**config.mk**
```make
export PLATFORM = sky130hd
export DESIGN_NAME = conv_window_gen
export DESIGN_NICKNAME = d
export VERILOG_FILES = /design/src/rtl/conv_window_gen.sv
export SDC_FILE = /design/constraint.sdc
export NUM_CORES = 2
export LEC_CHECK = 0
export CAP_MARGIN = 20
export CORE_MARGIN = 8
export CORE_UTILIZATION = 45
export CTS_BUF_LIST = sky130_fd_sc_hd__clkbuf_16
export DETAILED_ROUTE_END_ITERATION = 7
export PLACE_DENSITY = 0.63
export SYNTH_ARGS = -nofsm -noshare
export SYNTH_HDL_FRONTEND = slang
export SYNTH_SLANG_ARGS = --single-unit
export TNS_END_PERCENT = 5
```
**constraint.sdc**
```tcl
create_clock -name clk -period 8.8 [get_ports clk]
set_input_delay 1.76 -clock clk [delete_from_list [all_inputs] [get_ports clk]]
set_output_delay 1.76 -clock clk [all_outputs]
set_load 0.02 [all_outputs]
```
**src/rtl/conv_window_gen.sv**
```systemverilog
// conv_window_gen: streaming k_size x k_size sliding-window generator fed row-major, backed by k_size-1 line buffers
module conv_window_gen #(
   parameter int k_size = 5,
   parameter int img_w  = 28,
   parameter int img_h  = 28
) (
   input  logic        clk,
   input  logic        rst,
   input  logic        in_valid,
   output logic        in_ready,
   input  logic [15:0] in_pixel,
   output logic        out_valid,
   input  logic        out_ready,
   output logic [15:0] win [0:k_size-1][0:k_size-1],
   output logic        frame_done
);
   localparam int CW = $clog2(img_w);
   localparam int RW = $clog2(img_h);
   localparam logic [CW-1:0] COL_LAST = CW'(img_w - 1);
   localparam logic [RW-1:0] ROW_LAST = RW'(img_h - 1);
   localparam logic [CW-1:0] COL_WIN  = CW'(k_size - 1);
   localparam logic [RW-1:0] ROW_WIN  = RW'(k_size - 1);

   logic [15:0]   lb    [0:k_size-2][0:img_w-1];
   logic [15:0]   win_q [0:k_size-1][0:k_size-1];
   logic [15:0]   win_d [0:k_size-1][0:k_size-1];
   logic [15:0]   v     [0:k_size-1];
   logic [CW-1:0] col_q, col_d;
   logic [RW-1:0] row_q, row_d;
   logic          out_valid_q, out_valid_d;
   logic          frame_done_q, frame_done_d;
   logic          acc;

   assign in_ready   = out_ready | ~out_valid_q;
   assign acc        = in_valid & in_ready;
   assign out_valid  = out_valid_q;
   assign frame_done = frame_done_q;
   assign win        = win_q;

   // column vector entering the window: buffered rows above, current pixel at the bottom
   always_comb begin
      for (int i = 0; i < k_size - 1; i++) v[i] = lb[i][col_q];
      v[k_size-1] = in_pixel;
   end

   // next state: shift window left on accept, advance raster position, flag complete windows
   always_comb begin
      win_d        = win_q;
      col_d        = col_q;
      row_d        = row_q;
      out_valid_d  = out_valid_q & ~out_ready;
      frame_done_d = 1'b0;
      if (acc) begin
         for (int i = 0; i < k_size; i++) begin
            for (int j = 0; j < k_size - 1; j++) win_d[i][j] = win_q[i][j+1];
            win_d[i][k_size-1] = v[i];
         end
         col_d        = (col_q == COL_LAST) ? '0 : col_q + 1'b1;
         row_d        = (col_q != COL_LAST) ? row_q : (row_q == ROW_LAST) ? '0 : row_q + 1'b1;
         out_valid_d  = (row_q >= ROW_WIN) && (col_q >= COL_WIN);
         frame_done_d = (col_q == COL_LAST) && (row_q == ROW_LAST);
      end
   end

   // state registers; reset discards any pending window and restarts at pixel (0,0)
   always_ff @(posedge clk) begin
      if (rst) begin
         win_q        <= '{default: '0};
         col_q        <= '0;
         row_q        <= '0;
         out_valid_q  <= 1'b0;
         frame_done_q <= 1'b0;
      end else begin
         win_q        <= win_d;
         col_q        <= col_d;
         row_q        <= row_d;
         out_valid_q  <= out_valid_d;
         frame_done_q <= frame_done_d;
      end
   end

   // line buffers move up one row per accepted column; reads see pre-write contents
   always_ff @(posedge clk) begin
      if (acc) for (int i = 0; i < k_size - 1; i++) lb[i][col_q] <= v[i+1];
   end
endmodule

```
==> results.cfg <==
[run_status]
status = completed

[sta]
min_period_over_period = 0.555
hold_violations = 0
period_needed_ns = 4.88
finalMaxSlewViolations = 0
relSlewSlack = 0.241
finalSetupViolations = 0
clock_skew_ns = 0.0733
tightest_slew_ns = 1.14
fmax_ghz = 0.205
setup_tns_ns = 0
rsz0062_at_grt = false

[power_and_ir_drop]
ir_worst_vdd_mv = 0.210
intPower_mw = 17.0
power.total_mw = 22.1
switchingPower_mw = 5.17
swShare = 0.233
pwr-share-seq = 0.531
leakage_nw = 30.0
share_comb_of_total_power = 0.079
power_density_nw_per_um2 = 229
clock_power_share = 0.390

[global_route]
grt_pass1_wl_um = 317000
grt_overflow_total = 0
grt_pass1_vias = 44960
grt_max_degree = 218
grt_usage = 0.217
antenna_found_initial = 11

[drt]
dr_wl_met2_um = 106000
dr.pass1.iters = 6
wl_met3_um = 17600
vias = 46157
antenna_left = 0
wl_met1_um = 91900
wl_per_cell_um = 27.5
highest-signal-layer = met5
wl_um = 221000
drt-initial-drc-count = 4968
via_per_inst = 5.74
drcViolationCount = 0

[synthesis]
seq_area_frac_synth = 0.753
syn_inst = 4988
synth-edff-count = 1792
syn_area_sq_um = 82400
synth_cell_types = 63
synth_warnings = 0
synth_area_leader_cell = edfxtp_1
ys_seq_elements = 2204
synthTopCellsByArea = edfxtp_1, dfxtp_1, mux4_2, mux2i_1, nand2_1
yosysTopAreaCellShare = 0.653
avgSynthCellArea_sq_um = 16.5
async_flop_share = 0
synthFlopType = edfxtp_1
synthesis.nets = 5014

[clocking]
numClockSinks = 2204
clk_latency_ns = 0.88
cts_tree = built
root_buffer = clkbuf_16
cts_buffer_depth = 3
postCtsSetupRepairBufs = 0
htreeDepth = 4
cts.repair.resized = 0
cts_buffers = 214
cts_hold_buf = 0
cts.clk_slew.worst_paths_ns = 0.06

[critical_path]
cp_slowest_cell = clkdlybuf4s50_1
cp_num_buf_inv = 2
path_class = input port to primary output
path_cells = clkdlybuf4s50_1, nand2b_1, clkdlybuf4s50_1
cp-end-kind = primary output
path_delay_family = buffers and inverters
max_stage_delay_ns = 0.67
path_max_fanout = 5
rr_worst_depth = 6
crit_cells = 3
cp.arrival_ns = 3.12
start_kind = input port
cp_common_cell = clkdlybuf4s50_1
cp.required_ns = 7.04

[run]
cap_violations = 0

[die]
initial_core_util = 0.452
core-area_sq_um = 182000
die_h_um = 444
die_w_um = 444
io_pins = 423
dieArea_sq_um = 197000
rows = 157

[layout]
drive_above_1_share = 0.142
area_growth_pct = 17.3
fin_cells = 8040
final_nets = 5496

[worst_hold_path]
hold_path_class = flop to flop
min_path_cells = 2

[placed_design]
finalWeightedCongestion = 0.790
place_hpwl_um = 126000
port_buffers = 422
dp.cells = 7631
-- flip-flops by register name, indices dropped and copies added, names as in the netlist --
name,cells
lb,1792
win,400
frame_done,1
out_valid,1
col_q,5
row_q,5
-- Yosys cell counts, types with 4 or more instances --
library cell,number
nand4bb_1,5
a211o_1,4
nor2b_1,14
o22ai_1,119
o21a_1,43
a21oi_1,351
o221ai_1,7
nand2_1,770
mux2i_1,360
edfxtp_1,1792
mux4_2,268
a2111oi_0,8
a211oi_1,22
a21boi_0,4
buf_2,87
a22oi_1,91
a221oi_1,6
nand4_1,41
mux2_2,29
nand3_1,32
or4b_1,4
clkbuf_1,169
inv_1,8
ha_1,6
buf_6,15
nor3_1,15
o21ai_1,5
buf_1,18
a311oi_1,4
nor4_1,6
a22o_1,9
buf_4,25
dfxtp_1,412
o31a_1,4
nor2_1,181
nand2b_1,6
-- worst register-to-register path: cells and delay by family (launching register included) --
kind	cells	cell delay [ns]
compound gates	1	0.12
mux	1	0.30
buf+inv	2	1.57
simple gates	2	1.34
flops	1	0.44
-- metal layers --
| metal | global-route usage | vias up |
|---|---|---|
| met3 | 0.0479 | 335 |
| met4 | 0.0625 | 2 |
| met2 | 0.351 | 1864 |
| li1 | - | 20160 |
| met5 | 0 | - |
| met1 | 0.296 | 23796 |
-- cells by family (layout without fill, tap and decap cells) --
group / count (synthesis) / in the layout / share of synthesized area
mux: 660 / 660 / 0.121
flops: 2204 / 2204 / 0.753
xor+xnor: 5 / 5 / 0.000531
other cells: 0 / 9 / 0
fa+ha+maj: 6 / 6 / 0.000911
buf+inv: 323 / 981 / 0.0185
compound gates: 693 / 693 / 0.0514
simple gates: 1097 / 1097 / 0.0547
-- final cells by class --
type | instances | area (sq um)
Clock inverter | 177 | 1260
Inverter | 9 | 33.8
Fill cell | 14546 | 85800
Timing Repair Buffer | 580 | 5750
Sequential cell | 2204 | 62100
Clock buffer | 215 | 5380
Tap cell | 2385 | 2980
Antenna cell | 9 | 22.5
Multi-Input combinational cell | 2461 | 19200
-- placed cells by master (no fill, tap or decap), types with 7 or more instances in the layout --
| cell | count |
|---|---|
| a22o_1 | 9 |
| mux2i_1 | 360 |
| nor2_1 | 157 |
| o21a_1 | 43 |
| nor2_4 | 23 |
| nand2_1 | 769 |
| nand4_1 | 41 |
| a211oi_1 | 22 |
| clkinv_2 | 36 |
| diode_2 | 9 |
| o22ai_1 | 119 |
| clkdlybuf4s50_1 | 421 |
| mux2_2 | 29 |
| a22oi_1 | 91 |
| bufinv_16 | 9 |
| buf_4 | 134 |
| a21oi_1 | 348 |
| clkinv_1 | 37 |
| mux4_2 | 268 |
| nand3_1 | 32 |
| buf_12 | 13 |
| o221ai_1 | 7 |
| inv_1 | 78 |
| clkinv_16 | 8 |
| edfxtp_1 | 1792 |
| a2111oi_0 | 8 |
| nor2b_1 | 8 |
| nor3_1 | 11 |
| dfxtp_1 | 407 |
| clkbuf_16 | 216 |
-- per-stage QoR --
stage	instance area, sq um	utilization	hold slack [ns]	setup WS (ns)
finish	96700	0.530	0.424	3.92
global route	96700	0.530	0.452	3.87
CTS	96500	0.529	0.425	3.88
detailed placement	89800	0.492	0.446	3.26
global placement	89700	0.492	0.440	3.35
floorplan	82400	-	0.452	0.935
-- power groups by stage --
stage / registers (mW) / logic [mW] / clock network (mW)
2_1_floorplan: 12.0 / 0.946 / 0
3_3_place_gp: 12.0 / 1.71 / 0
3_5_place_dp: 12.0 / 1.74 / 0
4_1_cts: 11.8 / 1.74 / 8.76
5_1_grt: 11.8 / 1.85 / 9.16
6_report: 11.8 / 1.75 / 8.63
-- final timing paths --
check | startpoint | endpoint | slack, ns
setup / recovery | out_ready | in_ready | 3.92
hold / removal | win[341]$_SDFFE_PP0P_ | win[357]$_SDFFE_PP0P_ | 0.42
setup reg to reg | col_q[1]$_SDFFE_PP0P_ | lb[2][12]$_DFFE_PP_ | 4.41
hold reg to reg | win[341]$_SDFFE_PP0P_ | win[357]$_SDFFE_PP0P_ | 0.42
Note: power is estimated with default switching activity, not from simulation.
